<file path="src/rtl/muldiv_hilo_ctrl_pkg.sv">
// Shared types for the HI/LO multiply controller: EX-stage opcodes and FSM states.
package hilo_pkg;

   typedef enum logic [2:0] {
      NONE  = 3'd0,
      MULT  = 3'd1,
      MULTU = 3'd2,
      MTHI  = 3'd3,
      MTLO  = 3'd4
   } hilo_op_t;

   typedef enum logic [1:0] {
      IDLE = 2'd0,
      BUSY = 2'd1,
      DONE = 2'd2
   } hilo_state_t;

   // True for the two opcodes that go through the pipelined multiplier.
   function automatic logic is_mul_op(input hilo_op_t op);
      return (op == MULT) || (op == MULTU);
   endfunction

endpackage

</file>
<file path="src/rtl/muldiv_hilo_ctrl_if.sv">
// Handshake between the HI/LO controller (master) and the pipelined multiplier (slave).
interface muldiv_hilo_ctrl_if #(
   parameter int WIDTH = 32
);
   logic             mul_in_valid;
   logic             mul_sign;
   logic [WIDTH-1:0] mul_srca;
   logic [WIDTH-1:0] mul_srcb;
   logic             mul_out_valid;
   logic [WIDTH-1:0] mul_hi;
   logic [WIDTH-1:0] mul_lo;

   modport master (
      output mul_in_valid, mul_sign, mul_srca, mul_srcb,
      input  mul_out_valid, mul_hi, mul_lo
   );

   modport slave (
      input  mul_in_valid, mul_sign, mul_srca, mul_srcb,
      output mul_out_valid, mul_hi, mul_lo
   );
endinterface

</file>
<file path="src/rtl/muldiv_hilo_ctrl_regfile.sv">
// Architectural HI/LO registers with write-through forwarding to the MFHI/MFLO read ports.
module hilo_regfile #(
   parameter int WIDTH = 32
) (
   input  logic             clk,
   input  logic             rst_n,
   input  logic             hi_we,
   input  logic [WIDTH-1:0] hi_wd,
   input  logic             lo_we,
   input  logic [WIDTH-1:0] lo_wd,
   output logic [WIDTH-1:0] hi_rd,
   output logic [WIDTH-1:0] lo_rd
);

   logic [WIDTH-1:0] hi_q;
   logic [WIDTH-1:0] lo_q;

   // HI/LO storage; reset clears both, so a reset in the commit cycle drops the write.
   always_ff @(posedge clk) begin
      // NOTE: non-blocking assignments keep every register updating from pre-edge values.
      if (!rst_n) begin
         hi_q <= '0;
         lo_q <= '0;
      end else begin
         if (hi_we) hi_q <= hi_wd;
         if (lo_we) lo_q <= lo_wd;
      end
   end

   // A reader in the same cycle as a write sees the new value.
   assign hi_rd = hi_we ? hi_wd : hi_q;
   assign lo_rd = lo_we ? lo_wd : lo_q;

endmodule

</file>
<file path="src/rtl/muldiv_hilo_ctrl.sv">
// EX-stage HI/LO controller: issues MULT/MULTU to the multiplier with held operands,
// stalls the pipe while in flight, commits the product, and handles MTHI/MTLO and flush.
module muldiv_hilo_ctrl
   import hilo_pkg::*;
#(
   parameter int WIDTH   = 32,
   parameter int TIMEOUT = 15
) (
   input  logic               clk,
   input  logic               rst_n,
   input  logic               ex_valid,
   input  hilo_op_t           ex_op,
   input  logic [WIDTH-1:0]   ex_srca,
   input  logic [WIDTH-1:0]   ex_srcb,
   input  logic               ex_adv,
   input  logic               flush,
   output logic               stall_req,
   muldiv_hilo_ctrl_if.master mul,
   output logic [WIDTH-1:0]   hi_rd,
   output logic [WIDTH-1:0]   lo_rd,
   output logic               err_timeout
);

   localparam int CNT_W = $clog2(TIMEOUT + 1);

   hilo_state_t      state;
   logic [WIDTH-1:0] opa_q;
   logic [WIDTH-1:0] opb_q;
   logic             sign_q;
   logic [CNT_W-1:0] cnt_q;
   logic             err_q;

   logic             start;
   logic             commit;
   logic             hi_we;
   logic             lo_we;
   logic [WIDTH-1:0] hi_wd;
   logic [WIDTH-1:0] lo_wd;

   // Decode this cycle's HI/LO writes: multiply commit, or MTHI/MTLO from IDLE.
   always_comb begin
      // NOTE: every always_comb output gets a default first so no path infers a latch.
      start  = 1'b0;
      commit = 1'b0;
      hi_we  = 1'b0;
      lo_we  = 1'b0;
      hi_wd  = mul.mul_hi;
      lo_wd  = mul.mul_lo;

      if (state == IDLE && ex_valid && !flush) begin
         start = is_mul_op(ex_op);
         if (ex_op == MTHI) begin
            hi_we = 1'b1;
            hi_wd = ex_srca;
         end
         if (ex_op == MTLO) begin
            lo_we = 1'b1;
            lo_wd = ex_srca;
         end
      end

      // Flush squashes the commit even when the product arrives in the same cycle.
      if (state == BUSY && mul.mul_out_valid && !flush) begin
         commit = 1'b1;
         hi_we  = 1'b1;
         lo_we  = 1'b1;
      end
   end

   // Issue/wait/commit FSM with operand, sign and timeout registers.
   always_ff @(posedge clk) begin
      if (!rst_n) begin
         state  <= IDLE;
         opa_q  <= '0;
         opb_q  <= '0;
         sign_q <= 1'b0;
         cnt_q  <= '0;
         err_q  <= 1'b0;
      end else begin
         err_q <= 1'b0;
         unique case (state)
            IDLE: begin
               if (start) begin
                  opa_q  <= ex_srca;
                  opb_q  <= ex_srcb;
                  sign_q <= (ex_op == MULT);
                  cnt_q  <= '0;
                  state  <= BUSY;
               end
            end
            BUSY: begin
               if (flush) begin
                  state <= IDLE;
               end else if (commit) begin
                  state <= DONE;
               end else if (cnt_q == CNT_W'(TIMEOUT - 1)) begin
                  err_q <= 1'b1;
                  state <= IDLE;
               end else begin
                  cnt_q <= cnt_q + CNT_W'(1);
               end
            end
            DONE: begin
               // Wait for the multiply to leave EX so an unrelated stall cannot re-issue it.
               if (flush || ex_adv) state <= IDLE;
            end
            default: state <= IDLE;
         endcase
      end
   end

   // The stall is raised in the issue cycle itself so the MULT cannot advance.
   assign stall_req = start || (state == BUSY);

   // Operands and sign come straight from registers, so they are stable for all of BUSY.
   assign mul.mul_in_valid = (state == BUSY);
   assign mul.mul_sign     = sign_q;
   assign mul.mul_srca     = opa_q;
   assign mul.mul_srcb     = opb_q;
   assign err_timeout      = err_q;

   hilo_regfile #(
      .WIDTH(WIDTH)
   ) u_regfile (
      .clk   (clk),
      .rst_n (rst_n),
      .hi_we (hi_we),
      .hi_wd (hi_wd),
      .lo_we (lo_we),
      .lo_wd (lo_wd),
      .hi_rd (hi_rd),
      .lo_rd (lo_rd)
   );

endmodule

</file>
<file path="src/flat_wrapper.sv">
// flat-port wrapper written by rule: the top's interface ports become plain ports
module muldiv_hilo_ctrl_flat import hilo_pkg::*;
#(
   parameter int WIDTH   = 32,
   parameter int TIMEOUT = 15
)
  (clk, rst_n, ex_valid, ex_op, ex_srca, ex_srcb, ex_adv, flush, stall_req, hi_rd, lo_rd, err_timeout, mul_mul_in_valid, mul_mul_sign, mul_mul_srca, mul_mul_srcb, mul_mul_out_valid, mul_mul_hi, mul_mul_lo);
  muldiv_hilo_ctrl_if #(.WIDTH(WIDTH)) mul_i ();
  input  logic clk;
  input  logic rst_n;
  input  logic ex_valid;
  input  hilo_op_t ex_op;
  input  logic [WIDTH-1:0] ex_srca;
  input  logic [WIDTH-1:0] ex_srcb;
  input  logic ex_adv;
  input  logic flush;
  output logic stall_req;
  output logic [WIDTH-1:0] hi_rd;
  output logic [WIDTH-1:0] lo_rd;
  output logic err_timeout;
  output wire logic [$bits(mul_i.mul_in_valid)-1:0] mul_mul_in_valid;
  output wire logic [$bits(mul_i.mul_sign)-1:0] mul_mul_sign;
  output wire logic [$bits(mul_i.mul_srca)-1:0] mul_mul_srca;
  output wire logic [$bits(mul_i.mul_srcb)-1:0] mul_mul_srcb;
  input wire logic [$bits(mul_i.mul_out_valid)-1:0] mul_mul_out_valid;
  input wire logic [$bits(mul_i.mul_hi)-1:0] mul_mul_hi;
  input wire logic [$bits(mul_i.mul_lo)-1:0] mul_mul_lo;
  assign mul_mul_in_valid = mul_i.mul_in_valid;
  assign mul_mul_sign = mul_i.mul_sign;
  assign mul_mul_srca = mul_i.mul_srca;
  assign mul_mul_srcb = mul_i.mul_srcb;
  assign mul_i.mul_out_valid = mul_mul_out_valid;
  assign mul_i.mul_hi = mul_mul_hi;
  assign mul_i.mul_lo = mul_mul_lo;
  muldiv_hilo_ctrl #(.WIDTH(WIDTH), .TIMEOUT(TIMEOUT)) u_core (.clk(clk), .rst_n(rst_n), .ex_valid(ex_valid), .ex_op(ex_op), .ex_srca(ex_srca), .ex_srcb(ex_srcb), .ex_adv(ex_adv), .flush(flush), .stall_req(stall_req), .mul(mul_i), .hi_rd(hi_rd), .lo_rd(lo_rd), .err_timeout(err_timeout));
endmodule
</file>
<file path="config.mk">
export PLATFORM = sky130hd
export DESIGN_NAME = muldiv_hilo_ctrl_flat
export DESIGN_NICKNAME = d
export VERILOG_FILES = /design/src/rtl/muldiv_hilo_ctrl_pkg.sv /design/src/rtl/muldiv_hilo_ctrl_if.sv /design/src/rtl/muldiv_hilo_ctrl_regfile.sv /design/src/rtl/muldiv_hilo_ctrl.sv /design/src/flat_wrapper.sv
export SDC_FILE = /design/constraint.sdc
export NUM_CORES = 1
export LEC_CHECK = 0
export BUFFER_PORTS_ARGS = -buffer_cell sky130_fd_sc_hd__buf_2
export CORE_MARGIN = 2
export CORE_UTILIZATION = 30
export DETAILED_ROUTE_END_ITERATION = 10
export PLACE_DENSITY = 0.55
export SLEW_MARGIN = 0
export SYNTH_ARGS = -nofsm -noshare
export SYNTH_HDL_FRONTEND = slang
export SYNTH_HIERARCHICAL = 1
export SYNTH_SLANG_ARGS = --single-unit
</file>
<file path="constraint.sdc">
create_clock -name clk -period 4.3 [get_ports clk]
set_clock_uncertainty 0.15 [all_clocks]
set_input_delay 0.43 -clock clk [delete_from_list [all_inputs] [get_ports clk]]
set_output_delay 0.43 -clock clk [all_outputs]
set_load 0.01 [all_outputs]
</file>
==> flow_summary.json <==
{
  "status": "finished clean",
  "dp_slack_ps": 902,
  "hold_path_startpoint": "ex_srcb[2]",
  "crit_family": "simple AND/OR/NAND/NOR gates",
  "fillers": 2157,
  "dr_total_vias": 5136,
  "syn-cell-area_mm2": 0.00633,
  "setup_viol": 0,
  "ctsLongestPathBuffers": 2,
  "hold_viol_final": 0,
  "crit_type": "reg -> out",
  "cp.arrival_ps": 3130,
  "synth.area.top_cells": "dfxtp_1, mux2_4, nand2_1",
  "htreeDepth": 4,
  "io_buffers": 268,
  "clock_sinks": 136,
  "synth_seq_cells": 136,
  "slew_viol_final": 0,
  "tightest_slew_ps": 1090,
  "drt_pre_antenna_iters": 4,
  "worst_r2r_endpoint": "u_core/u_regfile/lo_q[8]",
  "ys_types": 33,
  "final_antenna_net_count": 0,
  "fmax_mhz": 270,
  "cts_tree": "done",
  "gp_congestion": 0.763,
  "yosysSeqAreaShare_pct": 43.0,
  "min_period_over_period_pct": 86.3,
  "gr-total-overflow": 0,
  "r2r_start": "u_core/state[1]",
  "synth_top_flop_cell": "dfxtp_1",
  "hp-class": "in -> reg",
  "worst_slack_ps": 590,
  "yosysTopAreaCell": "dfxtp_1",
  "cp-end-kind": "output pin",
  "slew_headroom_pct": 26.9,
  "grt_pass1_wl_um": 27600,
  "wl_um": 18100,
  "avgSynthCellArea_um2": 10.3,
  "grt_max_degree": 66,
  "grt_use_total_pct": 16.2,
  "whs_endpoint": "u_core/mul.mul_srcb[2]",
  "async_flop_share_pct": 0,
  "cp-start-kind": "register",
  "drtIter0Drc": 144,
  "postCtsSetupBuffers": 0,
  "io_pins": 269,
  "yosysWarningCount": 6,
  "cp.required_ps": 3720,
  "cts_resized": 0,
  "cp_cell_sequence": "or4b_4, or4_2, buf_4, mux2_4, mux2_4, buf_2",
  "root_buffer": "clkbuf_16",
  "fp.dieH_um": 149,
  "peakVddDrop_v": 0.000229,
  "synth-edff-count": 0,
  "die_x_um": 149,
  "ff2ff_path_depth": 6,
  "core_mm2": 0.0209,
  "row_count": 53,
  "cp_max_fo": 32,
  "dp_hpwl_um": 12400,
  "critical-path-max-stage-delay_ps": 580,
  "critPathBufInv": 2,
  "rsz0062_at_grt": "no",
  "r2r_slack_ps": 1310,
  "cap_violations": 0,
  "p_leak_uw": 0.00402,
  "slowest_stage": "or4_2",
  "final_nets": 1007,
  "wire_per_inst_um": 15.6,
  "holdPathStages": 3,
  "ctsHoldBuffers": 0,
  "grt_pass1_vias": 4991,
  "cts_buffers": 17,
  "drc": 0,
  "die-area_mm2": 0.0223,
  "power.density_mw_per_mm2": 383,
  "layout-drive-gt1-share_pct": 51.4,
  "synth_top_area_share_pct": 43.0,
  "area_delta_synth_final_pct": 33.7,
  "synthCells": 614,
  "clk_latency_ps": 410,
  "start_util_pct": 30.3,
  "worst_path_most_repeated_cell": "mux2_4",
  "path_clk_slew_ps": 60,
  "fin_tns_setup_ps": 0,
  "via_per_inst": 4.44,
  "antenna_found_initial": 2,
  "synthesis.nets": 753,
  "period_minus_slack_ps": 3710
}
==> stage by stage <==
step / power [uW] / cells / hold WS, ps / utilization (%) / area (um2)
after floorplan: 1490 / 614 / 330 / - / 6330
after global routing: 3380 / 1158 / 82.8 / 40.5 / 8460
after CTS: 3300 / 1156 / 72.8 / 40.5 / 8460
after global placement: 1630 / 1124 / 288 / 37.3 / 7790
after detailed placement: 1630 / 1124 / 293 / 37.3 / 7790
final: 3240 / 1158 / 95.3 / 40.5 / 8460
==> synth_stat cells, types with 3 or more instances <==
library cell  instances
dfxtp_1             136
nand2_1             132
mux2_4               89
a21oi_1              67
and2_1               59
mux2_2               39
clkbuf_1             26
buf_12                6
buf_6                 6
nor3_1                6
and2_4                5
nand3_1               5
buf_2                 4
nor2_1                4
o21ai_0               4
inv_1                 3
==> cell families after synthesis <==
kind of cell | synth area share, %
DFF | 43.0
xor gates and xnor gates | 0.138
adders and majority gates | 0.395
muxes | 28.0
and+or+nand+nor | 16.8
AOI/OAI and AO/OA | 6.36
buffers and inverters | 5.24
==> routing by layer <==
metal / wire length, um / vias to the layer above / GRT usage (%)
met5: 0 / - / 0
met4: 344 / 0 / 6.10
met3: 1080 / 18 / 4.53
met2: 8490 / 157 / 26.3
met1: 8150 / 2393 / 20.4
li1: - / 2568 / -
==> sequential cells by signal, summed over array words and instances (netlist names) <==
name / count
u_core/mul.mul_srca: 32
u_core/mul.mul_srcb: 32
u_core/u_regfile/hi_q: 32
u_core/u_regfile/lo_q: 32
u_core/cnt_q: 4
u_core/state: 2
u_core/err_timeout: 1
u_core/mul.mul_sign: 1
==> worst max path at each step <==
stage,from,end,slack (ps),cells after the start
finish,u_core/state[1],lo_rd[17],590,6
global route,u_core/state[1],lo_rd[2],470,6
CTS,u_core/state[1],lo_rd[2],560,6
detailed placement,flush,lo_rd[2],900,7
global placement,flush,lo_rd[12],930,7
floorplan,u_core/state[1],lo_rd[10],1410,9
==> power by group <==
part           total, uW  switching [uW]  internal [uW]
Sequential          1300            9.81           1290
Clock               1640             564           1080
Combinational        301             145            156
Total               3240             718           2520
==> worst register-to-register path, delay by kind of cell (launching register included) <==
| kind | cells | cell delay, ps |
|---|---|---|
| mux | 2 | 650 |
| simple gates | 3 | 1310 |
| flops | 1 | 400 |
| buf+inv | 1 | 360 |
==> cell usage in the layout (no fill, tap or decap), types with 2 or more instances in the layout <==
cell / synthesis / routed
buf_2: 4 / 268
dfxtp_1: 136 / 136
nand2_1: 132 / 131
mux2_4: 89 / 89
a21oi_1: 67 / 67
and2_1: 59 / 59
mux2_2: 39 / 39
clkbuf_16: 0 / 17
buf_4: 1 / 11
nor3_1: 6 / 6
bufinv_16: 0 / 5
and2_4: 5 / 5
nor2_1: 4 / 4
nand3_1: 5 / 4
o21ai_0: 4 / 4
clkbuf_8: 0 / 3
clkinv_4: 0 / 3
inv_1: 3 / 3
diode_2: 0 / 2
clkinv_2: 0 / 2
and3_2: 0 / 2
nor4b_1: 2 / 2
nor3b_1: 2 / 2
a22oi_1: 2 / 2
ha_1: 2 / 2
==> cell type report <==
type                       instances  area (um2)  share of cell area [%]
antenna                            2        5.00                  0.0591
clock buffer                      21         470                    5.56
clock inverter                    11         194                    2.29
inverter                           4        15.0                   0.177
multi-input combinational        430        3290                    38.9
sequential                       136        2720                    32.2
tap                              275         344                    4.07
timing repair buffer             279        1420                    16.8
No activity file was read; power rests on OpenSTA's default activity.
